==> src/rtl/seg_monitor.sv <==
// ============================================================================
// Module   : seg_monitor
// Purpose  : Decodes a two-digit active-low seven-segment bus back to 0-99 and
//            checks that the observed sequence is a legal up-counter sequence.
// Revision : 1.0  initial release
// ============================================================================
`default_nettype none

module seg_monitor #(
    parameter int ERR_W = 8
) (
    input  logic             CLK,
    input  logic             rst_n,
    input  logic             en,
    input  logic [6:0]       HEX0,
    input  logic [6:0]       HEX1,
    output logic [6:0]       value,
    output logic             valid,
    output logic             locked,
    output logic             digit_err,
    output logic             seq_err,
    output logic             wrap,
    output logic [ERR_W-1:0] err_cnt
);

    typedef enum logic [0:0] {
        UNLOCKED = 1'b0,
        LOCKED   = 1'b1
    } state_t;

    localparam logic [ERR_W-1:0] c_ERR_MAX = '1;
    localparam logic [6:0]       c_MAX_VAL = 7'd99;

    state_t     r_state;
    state_t     w_state_nxt;
    logic       r_prev_ok;

    logic [4:0] w_dec0;
    logic [4:0] w_dec1;
    logic       w_legal;
    logic [6:0] w_n;
    logic [6:0] w_succ;
    logic       w_perm;
    logic       w_dig_ev;
    logic       w_seq_ev;
    logic       w_wrap_ev;

    // Returns {legal, digit[3:0]} for one active-low glyph (bit6=g .. bit0=a).
    function automatic logic [4:0] f_decode(input logic [6:0] seg);
        case (seg)
            7'b1000000: f_decode = 5'b1_0000;
            7'b1111001: f_decode = 5'b1_0001;
            7'b0100100: f_decode = 5'b1_0010;
            7'b0110000: f_decode = 5'b1_0011;
            7'b0011001: f_decode = 5'b1_0100;
            7'b0010010: f_decode = 5'b1_0101;
            7'b0000010: f_decode = 5'b1_0110;
            7'b1111000: f_decode = 5'b1_0111;
            7'b0000000: f_decode = 5'b1_1000;
            7'b0010000: f_decode = 5'b1_1001;
            default:    f_decode = 5'b0_0000;
        endcase
    endfunction

    assign w_dec0  = f_decode(HEX0);
    assign w_dec1  = f_decode(HEX1);
    assign w_legal = w_dec0[4] & w_dec1[4];
    assign w_n     = ({3'b000, w_dec1[3:0]} * 7'd10) + {3'b000, w_dec0[3:0]};
    assign w_succ  = value + 7'd1;
    assign w_perm  = (w_n == value) || (w_n == w_succ) || (w_n == 7'd0);

    always_comb begin
        w_state_nxt = r_state;
        w_dig_ev    = 1'b0;
        w_seq_ev    = 1'b0;
        w_wrap_ev   = 1'b0;
        if (en) begin
            if (!w_legal) begin
                w_dig_ev    = 1'b1;
                w_state_nxt = UNLOCKED;
            end else begin
                w_wrap_ev = r_prev_ok && (value == c_MAX_VAL) && (w_n == 7'd0);
                case (r_state)
                    UNLOCKED: begin
                        if (r_prev_ok && w_perm)
                            w_state_nxt = LOCKED;
                    end
                    LOCKED: begin
                        if (!w_perm) begin
                            w_seq_ev    = 1'b1;
                            w_state_nxt = UNLOCKED;
                        end
                    end
                    default: w_state_nxt = UNLOCKED;
                endcase
            end
        end
    end

    always_ff @(posedge CLK) begin
        if (!rst_n)
            r_state <= UNLOCKED;
        else
            r_state <= w_state_nxt;
    end

    always_ff @(posedge CLK) begin
        if (!rst_n) begin
            value     <= 7'd0;
            valid     <= 1'b0;
            r_prev_ok <= 1'b0;
            digit_err <= 1'b0;
            seq_err   <= 1'b0;
            wrap      <= 1'b0;
            err_cnt   <= '0;
        end else begin
            // Event strobes are all zero when en is low, so pulses self-clear.
            digit_err <= w_dig_ev;
            seq_err   <= w_seq_ev;
            wrap      <= w_wrap_ev;
            if (en) begin
                if (!w_legal) begin
                    valid     <= 1'b0;
                    r_prev_ok <= 1'b0;
                end else begin
                    value     <= w_n;
                    valid     <= 1'b1;
                    r_prev_ok <= 1'b1;
                end
                if ((w_dig_ev || w_seq_ev) && (err_cnt != c_ERR_MAX))
                    err_cnt <= err_cnt + 1'b1;
            end
        end
    end

    assign locked = (r_state == LOCKED);

endmodule

`default_nettype wire

==> config.mk <==
export PLATFORM = sky130hd
export DESIGN_NAME = seg_monitor
export DESIGN_NICKNAME = d
export VERILOG_FILES = /design/src/rtl/seg_monitor.sv
export SDC_FILE = /design/constraint.sdc
export NUM_CORES = 1
export LEC_CHECK = 0
export ABC_AREA = 1
export BUFFER_PORTS_ARGS = -buffer_cell sky130_fd_sc_hd__buf_2
export CORE_MARGIN = 5
export CORE_UTILIZATION = 27
export DETAILED_ROUTE_END_ITERATION = 8
export PLACE_DENSITY = 0.55
export SLEW_MARGIN = 30
export SYNTH_ARGS = -nofsm -noshare
export SYNTH_HDL_FRONTEND = slang
export SYNTH_SLANG_ARGS = --single-unit
==> constraint.sdc <==
create_clock -name CLK -period 4.85 [get_ports CLK]
set_input_delay 0.485 -clock CLK [delete_from_list [all_inputs] [get_ports CLK]]
set_output_delay 0.485 -clock CLK [all_outputs]
set_load 0.05 [all_outputs]
==> metrics <==
status completed; Worst-Margin Slew 0.731 ns; row count 31; Total GRT Usage 0.109; Worst setup startpoint HEX1[0]; Synth cell types 36; pwr dens 159 nW/um2; Synth Instances 310; WP data arrival 3.75 ns; ant diodes 0; Final setup viols 0; setup bufs post-CTS 0; drt total wl 4850 um; Synth Area in Simple Gates 0.482; clock root buffer clkbuf_8; max frequency 276 MHz; WS Path Type input port to flip-flop; flop2flop setup slack 2.85 ns; Startpoint Class input port; Worst slew margin 0.506; CTS Buf Count 3; Hold Vio Cnt, Final 0; Initial DRT Pass Iterations 6; cts repair resizes 0; Tmin final 3.63 ns; port buffer count 36; worst vdd ir 0.0000912 V; first-pass GRT wire length 8170 um; Clock Tree Buf Depth 2; CTS tree yes; Synth warnings 0; area grow syn2layout 17.5%; initial core utilization 0.277; critical-path maximum fanout 9; Die ar. 9220 um2; TNS Setup 0 ns; largest net degree at the start of global routing 15; max_cap viols 0; total power 0.000375 W; Clock Skews 0.00202 ns; final worst-path cycle share 0.747; Leak 1.14 nW; compound-cell area share of the yosys netlist 0.115; synthesized area 2000 um2; share of cells above drive strength 1 0.261; vias in the first global route 1,824; # nets final 376; CP required 4.98 ns; core area 7210 um2; initial antenna violation count 0; Top Metal Used met4; DR iter-0 viols 89; grt ovf 0; clk slew on worst S/H paths 0.07 ns; Hold WC Path Type flip-flop to flip-flop; synthesized-area fraction occupied by adder cells 0.0701; Die Y 96.0 um; post-synthesis mux area share 0; Yosys reg bits 20; Antenna Nets Post-Route 0; DR WL met3 260 um; Avg Inst Size Synth 6.45 um2; Syn Nets 337; io pins 37; DRC 0; total number of vias 2,028; FILL cells 828; Hold Startpoint r_prev_ok; Die Wd 96.0 um; kind of end point of the critical path flip-flop; # clock sinks 20; Synth Area in XOR/XNOR 0.0438; DP HPWL 4090 um; Wirelength per Cell 10.8 um; max-slew violations 0; Placer Congestion 0.887; largest family of logic cells by synthesized area simple AND/OR/NAND/NOR gates; r2r startpoint value[1]; M1 WL 2340 um; sequential fraction of the synthesis area 0.200; worst skew pair latency 0.25 ns; met2 WL 2190 um; Hold Buf Count CTS 0; unrepaired setup endpoints after global routing no; vias per cell 4.54; CTS HTree Levels 1
-- state kept, by name, summed over array words and instances, names as in the netlist --
name       flops
seq_err        1
wrap           1
locked         1
value          7
digit_err      1
err_cnt        8
r_prev_ok      1
-- worst max-delay path, cell delays in order --
cell       delay [ns]
buf_2            0.13
nor2_4           0.06
nand2_1          0.08
inv_1            0.06
a2bb2oi_1        0.22
nand3_1          0.21
ha_1             0.33
ha_1             0.21
fa_1             0.56
nand2_1          0.07
inv_1            0.07
nand4_1          0.09
nand2_2          0.11
inv_1            0.06
nand2_1          0.10
nand3_1          0.08
nand2_1          0.07
nor2_1           0.05
nor2_1           0.16
nand3_2          0.12
nand2_4          0.13
nand2_4          0.12
nand2_2          0.10
a21oi_2          0.05
-- final timing paths --
kind | end | cells after the start
max | err_cnt[1] | 24
min | r_prev_ok | 2
max reg2reg | err_cnt[1] | 14
min reg2reg | r_prev_ok | 2
-- Yosys cell counts, drive strengths merged --
master / number / share of area
buf: 1 / 0.0025
nand3: 44 / 0.13
ha: 8 / 0.050
nor3: 7 / 0.025
or2: 1 / 0.0031
dfxtp: 20 / 0.20
nand4: 8 / 0.028
o311ai: 1 / 0.0044
nor4b: 1 / 0.0044
clkbuf: 1 / 0.0019
nor2: 40 / 0.093
o21ai: 11 / 0.028
nor4: 1 / 0.0031
o211ai: 1 / 0.0038
xor2: 6 / 0.026
fa: 2 / 0.020
nand3b: 1 / 0.0038
a2bb2oi: 1 / 0.0044
a21oi: 20 / 0.065
xnor2: 4 / 0.018
and3: 1 / 0.0031
o22ai: 1 / 0.0031
a31oi: 1 / 0.0063
nand2: 83 / 0.18
inv: 45 / 0.085
-- stage by stage --
step / utilization / cells / hold WS (ns) / cell area [um2] / setup slack, ns
6_report: 0.326 / 447 / 0.515 / 2350 / 1.22
5_1_grt: 0.326 / 447 / 0.545 / 2350 / 0.934
4_1_cts: 0.326 / 447 / 0.519 / 2350 / 1.23
3_5_place_dp: 0.318 / 443 / 0.509 / 2290 / 0.954
3_3_place_gp: 0.318 / 443 / 0.500 / 2290 / 1.00
2_1_floorplan: - / 310 / 0.623 / 2000 / 1.45
-- cell families (layout without fill, tap and decap cells) --
group	count (synthesis)	after routing
AO/OA/AOI/OAI	36	36
XOR/XNOR	10	10
flip-flops	20	20
adder cells (fa/ha/maj)	10	10
AND/OR/NAND/NOR	187	187
buffers and inverters	47	85
-- cell type report --
| cell class | instances | area (um2) | area share |
|---|---|---|---|
| Timing Repair Buffer | 36 | 180 | 0.0767 |
| Inverter | 45 | 169 | 0.0719 |
| Tap cell | 99 | 124 | 0.0527 |
| Clock buffer | 4 | 55.1 | 0.0234 |
| Sequential cell | 20 | 400 | 0.170 |
| Multi-Input combinational cell | 243 | 1420 | 0.605 |
-- placed cells by master (no fill, tap or decap), drive strengths merged, types with 6 or more instances in the layout --
cell    n
nor3    7
xor2    6
nand4   8
a21oi  20
ha      8
dfxtp  20
inv    45
nor2   40
o21ai  11
nand2  83
buf    36
nand3  44
-- layer usage --
layer | global-route usage | up-vias
li1 | - | 1087
met4 | 0.0190 | 0
met5 | 0 | -
met2 | 0.174 | 36
met1 | 0.154 | 901
met3 | 0.0219 | 4
-- power breakdown --
group	switching [W]	internal, W	total [W]
logic	0.0000555	0.0000275	0.0000830
clock network	0.0000509	0.0000721	0.000123
registers	0.00000230	0.000166	0.000169
total	0.000109	0.000266	0.000375
No activity file was read; power rests on OpenSTA's default activity.
